[config.mk]
export PLATFORM = sky130hd
export DESIGN_NAME = pmux_rr_arbiter
export DESIGN_NICKNAME = d
export VERILOG_FILES = /design/src/rtl/pmux_rr_arbiter.sv
export SDC_FILE = /design/constraint.sdc
export NUM_CORES = 1
export LEC_CHECK = 0
export CORE_MARGIN = 2
export CORE_UTILIZATION = 38
export CTS_CLUSTER_DIAMETER = 40
export DETAILED_ROUTE_END_ITERATION = 16
export MAX_ROUTING_LAYER = met4
export PLACE_DENSITY = 0.89
export REMOVE_ABC_BUFFERS = 1
export SLEW_MARGIN = 5
export SYNTH_ARGS = -nofsm -noshare
export SYNTH_HDL_FRONTEND = slang
export SYNTH_SLANG_ARGS = --single-unit
[constraint.sdc]
create_clock -name clk_i -period 10.5 [get_ports clk_i]
set_input_delay 2.625 -clock clk_i [delete_from_list [all_inputs] [get_ports clk_i]]
set_output_delay 2.625 -clock clk_i [all_outputs]
set_load 0.005 [all_outputs]
[src/rtl/pmux_rr_arbiter.sv]
// pmux_rr_arbiter: round-robin arbiter driving an 8:1 payload mux into a valid/ready output register
module pmux_rr_arbiter #(
  parameter int WIDTH = 16
) (
  input  logic             clk_i,
  input  logic             rst_i,
  input  logic [7:0]       req_i,
  input  logic [WIDTH-1:0] data_0_i,
  input  logic [WIDTH-1:0] data_1_i,
  input  logic [WIDTH-1:0] data_2_i,
  input  logic [WIDTH-1:0] data_3_i,
  input  logic [WIDTH-1:0] data_4_i,
  input  logic [WIDTH-1:0] data_5_i,
  input  logic [WIDTH-1:0] data_6_i,
  input  logic [WIDTH-1:0] data_7_i,
  output logic [7:0]       gnt_o,
  output logic             valid_o,
  input  logic             ready_i,
  output logic [WIDTH-1:0] q_o,
  output logic [2:0]       sel_o
);
  localparam logic EMPTY = 1'b0;
  localparam logic FULL  = 1'b1;
  logic             state;
  logic [2:0]       ptr;
  logic [15:0]      req2;
  logic [7:0]       rot;
  logic [2:0]       off;
  logic [2:0]       w;
  logic [WIDTH-1:0] win_data;
  logic             drain;
  logic             space;
  logic             accept;
  assign valid_o = state == FULL;
  assign drain   = valid_o & ready_i;
  assign space   = ~valid_o | drain;
  assign accept  = space & (req_i != 8'd0) & ~rst_i;
  assign req2    = {req_i, req_i} >> ptr;
  assign rot     = req2[7:0];
  assign w       = ptr + off;
  assign gnt_o   = accept ? 8'd1 << w : 8'd0;
  // first set bit of the request vector rotated so ptr sits at bit 0
  always_comb begin
    off = 3'd0;
    for (int i = 7; i >= 0; i--)
      if (rot[i]) off = 3'(i);
  end
  // shared 8:1 payload mux steered by the winner index
  always_comb begin
    case (w)
      3'd0:    win_data = data_0_i;
      3'd1:    win_data = data_1_i;
      3'd2:    win_data = data_2_i;
      3'd3:    win_data = data_3_i;
      3'd4:    win_data = data_4_i;
      3'd5:    win_data = data_5_i;
      3'd6:    win_data = data_6_i;
      default: win_data = data_7_i;
    endcase
  end
  // output stage and priority pointer; accept wins over drain so both in one cycle keeps FULL
  always_ff @(posedge clk_i) begin
    if (rst_i) begin
      state <= EMPTY;
      q_o   <= '0;
      sel_o <= 3'd0;
      ptr   <= 3'd0;
    end else if (accept) begin
      state <= FULL;
      q_o   <= win_data;
      sel_o <= w;
      ptr   <= w + 3'd1;
    end else if (drain) begin
      state <= EMPTY;
    end
  end
endmodule

# Word level (Yosys, flattened, before mapping)
# Index checks and enable logic that the tools add are counted.
dict set report classes {
  add_sub_neg 2
  mul 0
  div_mod_pow 0
  magnitude_cmp 0
  eq_ne 6
  shift 2
  mux 12
  bitwise 6
  n_reduce_logical 3
}
# cell count
set ops {}
lappend ops {{case mux 16 bit (7 select lines)} 1}
lappend ops {{2-to-1 mux 3 bit} 8}
lappend ops {{right shift 16 x 3 -> 8 bit} 1}
lappend ops {{== test 3 bit, second input constant} 3}
lappend ops {{2-to-1 mux 8 bit} 1}
lappend ops {{nonzero test 8 bit} 1}
lappend ops {{<< shifter 1 x 3 -> 8 bit, first input constant} 1}
lappend ops {{== test 3 x 2 -> 1 bit, second input constant} 2}
lappend ops {{adder 3 x 1 -> 3 bit, second input constant} 1}
lappend ops {{adder 3 bit} 1}
lappend ops {{AND 1 bit} 3}
lappend ops {{== test 3 x 1 -> 1 bit, second input constant} 1}
lappend ops {{zero test 3 bit} 1}
lappend ops {{2-to-1 mux 1 bit} 2}
lappend ops {{NOT 1 bit} 2}
lappend ops {{nonzero test 2 bit} 1}
lappend ops {{bitwise OR 1 bit} 1}
dict set report word_totals {
  reg_bits 23
  latch_bits 0
  ramBits 0
  romBits 0
  inputBits 139
  output_inout_bits 28
  elab_cells 35
  memories 0
}

# Logic depth before layout (Yosys ltp)
dict set report logic_depth {
  ltp_word 12
  ltp_mapped 23
  mapped_depth_nobuf 19
}

# Least setup slack after synthesis
# OpenSTA, ideal clock, no wires.
dict set report synth_timing {
  path_kind {input -> output}
  start {in req_i[6]}
  end {out gnt_o[3]}
  t_arrival_ps 6694
  required_ps 7875
  setup_slack_ps 1181
  stages 19
  path_buffers 5
  cell_sequence {clkbuf_1 > inv_1 > a21oi_1 > o21bai_1 > mux4_2 > nor2_1 > a21oi_1 > a2111oi_0 > a31oi_1 > ha_1 > fa_1 > xor2_1 > xnor2_4 > buf_6 > buf_2 > ha_1 > clkbuf_1 > clkbuf_1 > and2_1}
}
dict set report synth_between {
  elab_chain_cells 12
  elab_cells_between_ends 15
  cone_classes {1 x add/sub; 2 x shift; 9 x mux; 2 x bitwise; 1 x reduce/logical}
}
# element line
set synth_lines {}
lappend synth_lines {{start: declaration} 7} ;# input logic [7:0] req_i,
lappend synth_lines {{right shift 16 x 3 -> 8 bit} 38} ;# assign req2 = {req_i, req_i} >> ptr;
lappend synth_lines {{2-to-1 mux 3 bit (8 in a row)} 46} ;# if (rot[i]) off = 3'(i);
lappend synth_lines {{adder 3 bit} 40} ;# assign w = ptr + off;
lappend synth_lines {{<< shifter 1 x 3 -> 8 bit} 41} ;# assign gnt_o = accept ? 8'd1 << w : 8'd0;
lappend synth_lines {{2-to-1 mux 8 bit *} 41}
lappend synth_lines {{end: declaration} 16} ;# output logic [7:0] gnt_o,
# Every way passes the cells marked *; elsewhere a longest branch is shown, timed or not.

# Worst setup path in the final report
# Same ends and word-level chain as after synthesis.

==> metrics.md <==
| Metric | Value |
|---|---|
| Drt initial violations | 144 |
| Initial antenna violation count | 0 |
| Final period util | 96.0% |
| Leading area contributor after synthesis | dfxtp_1 |
| Commonest register cell after synthesis | dfxtp_1 |
| Status | finished, final reports clean |
| DIE AREA | 0.00795 mm2 |
| Drt pass-1 iters | 5 |
| Synth warnings | 0 |
| Grt ovf | 0 |
| Hold slack | 461 ps |
| Clk buf depth | 2 |
| Die Y | 89.2 um |
| Minimum clock period | 10080 ps |
| Clock skew | 5.67 ps |
| Leakage | 1.62 nW |
| H-tree levels | 1 |
| Highest-count cells in the layout ignoring fill and taps | 166 x clkdlybuf4s50_1, 36 x nand2_1, 23 x a21oi_1, 23 x dfxtp_1 |
| Hold buffer count at CTS | 0 |
| Core Rows | 31 |
| CTS tree | built |
| Overall global routing resource usage | between 20% and 30% |
| Gpl congestion | approximately 0.92 |
| Initial Utilization | 38.6% |
| CTS Sinks | 23 |
| Final ANT Viol Nets | 0 |
| Top-area cell type share of the netlist area | 16.7% |
| Reg clk slew, reported paths | 80 ps |
| IO Pins | about 170 |
| Yosys reg bits | 23 |
| Diode count | 0 |
| Nets | 652 |
| Final Hold Fails | 0 |
| First-pass GRT wire length | 16100 um |
| RSZ-0062 raised after global routing | false |
| Post-synth EDFFs | 0 |
| Crit path launch type | input port |
| Asr flop ratio synth | 0% |
| CTS buffer count | 3 |
| Post-synthesis sequential area ratio | 16.7% |
| Post-Syn Area | 0.00276 mm2 |
| Via count | 3526 |
| Syn Inst Count | 370 |
| Slew margin rel. | between 20% and 30% |
| Critical path arrival | 7450 ps |
| Power Dens Cells | 269 mW/mm2 |
| Total Routed Length | around 11000 um |
| Final Util | 62.6% |
| Post-CTS Setup Bufs | 0 |
| Max-Cap Viols | 0 |
| Final setup vio count | 0 |
| Drt drc | 0 |
| Post-cts resize count | 0 |
| Pin count of the biggest net entering global routing | 39 |
| Wire per inst | between 15 and 20 um |
| Commonest non-fill, non-tap cell in the layout | clkdlybuf4s50_1 |
| Worst-path fanout max | 34 |
| Syn_area_per_cell | 7.45 um2 |
| Vias in the first global route | 3453 |
| Worst-Margin Slew | 1120 ps |
| Core ar. | between 0.007 and 0.008 mm2 |
| Share of cells above drive strength 1 | approximately 9% |
| Area grow syn2layout | 62.1% |
| Setup TNS | 0 ps |
| I/O Buffers | 166 |
| Worst min path class | flip-flop to flip-flop |
| CP Capture Type | output port |
| Power, Total | between 1 and 1.5 mW |
| Root Driver | clkbuf_8 |
| Worst IR Drop VDD | 0.000146 V |
| Max Slew Vio Count | 0 |
| Fin area | 0.00447 mm2 |
| Total placed instance area | ~0.0044 mm2 |
| DP Wirelength | about 8300 um |
| Synth area leaders | dfxtp_1 17%, a221oi_1 5.4%, mux2_2 5.3% |
| Die width | just under 90 um |
| Critical path type | input port to output port |
| Yosys cell types | 54 |
| Worst Path Required | 7880 ps |
| Skew-Pair Late Insertion Delay | 260 ps |
| Vias per cell | 5.85 |
| Fmax | 99.2 MHz |
## report_power, final
| part | total [mW] | internal [mW] | switching, mW |
|---|---|---|---|
| Clock | 0.0558 | 0.0265 | 0.0293 |
| Combinational | 0.995 | 0.456 | 0.539 |
| Sequential | 0.153 | 0.121 | 0.0328 |
## final cells by class
cell class	instances	area, um2
fill	643	2670
multi-input combinational	294	2080
sequential	23	460
clock inverter	1	5.00
timing repair buffer	174	1720
tap	99	124
clock buffer	3	41.3
inverter	9	33.8
## path summary, 6_finish.rpt
kind	from	endpoint	slack (ps)	depth (start not counted)
min reg2reg	sel_o[2]	sel_o[2]	460	2
max	req_i[6]	gnt_o[3]	420	17
min	sel_o[2]	sel_o[2]	460	2
max reg2reg	ptr[1]	q_o[15]	4370	18
## cell usage after synthesis, types with 2 or more instances
library cell,number
clkbuf_1,33
buf_2,8
or4_4,2
and2_1,4
a22oi_1,8
a31oi_1,6
ha_1,7
nand2b_1,5
a21oi_1,23
o21ai_0,15
a221oi_1,17
a221oi_2,5
a32oi_1,2
nand2_1,36
and3_1,8
nor4_1,7
a211oi_1,2
or4_1,3
nor3b_1,8
nor2_1,17
o221a_2,4
inv_1,9
mux2i_1,3
o31ai_1,5
nor3_1,21
mux2_2,13
a2111oi_0,6
o211a_1,2
o21bai_1,4
nor3_2,3
nor2b_1,3
o21a_1,3
nand3_1,20
mux2_1,3
a311oi_1,4
a221o_1,10
buf_6,2
dfxtp_1,23
## per-layer routing
layer	GRT usage [%]	share of wire, %
met5	-	0
met4	10.6	3.3
met3	3.51	8.3
met2	49.0	50
met1	28.5	39
## cells by family (layout without fill, tap and decap cells)
| group | after synthesis | after routing | share of synthesized area, % |
|---|---|---|---|
| fa+ha+maj | 8 | 8 | 3.90 |
| mux | 20 | 20 | 8.44 |
| flops | 23 | 23 | 16.7 |
| simple gates | 140 | 140 | 26.5 |
| xor+xnor | 3 | 3 | 1.63 |
| compound gates | 123 | 123 | 34.7 |
| buf+inv | 53 | 187 | 8.12 |
## flip-flops by register name, summed over array words and instances (netlist names)
| register | flops |
|---|---|
| sel_o | 3 |
| ptr | 3 |
| valid_o | 1 |
| q_o | 16 |
## worst max-delay path, stage by stage
cell             delay, ps
clkdlybuf4s50_1        700
inv_1                  140
a21oi_1                150
o21bai_1                70
mux4_2                 470
nor2_1                 100
a21oi_1                 60
a2111oi_0              450
a31oi_1                 80
ha_1                   230
fa_1                   440
xor2_1                 520
xnor2_4                170
buf_4                  380
ha_1                   230
and2_1                 120
clkdlybuf4s50_1        490
## metrics by stage
stage	std cells	setup slack, ps
floorplan	326	1730
global placement	599	607
detailed placement	599	437
CTS	603	418
global route	603	58.8
finish	603	421
Note: power is estimated with default switching activity, not from simulation.
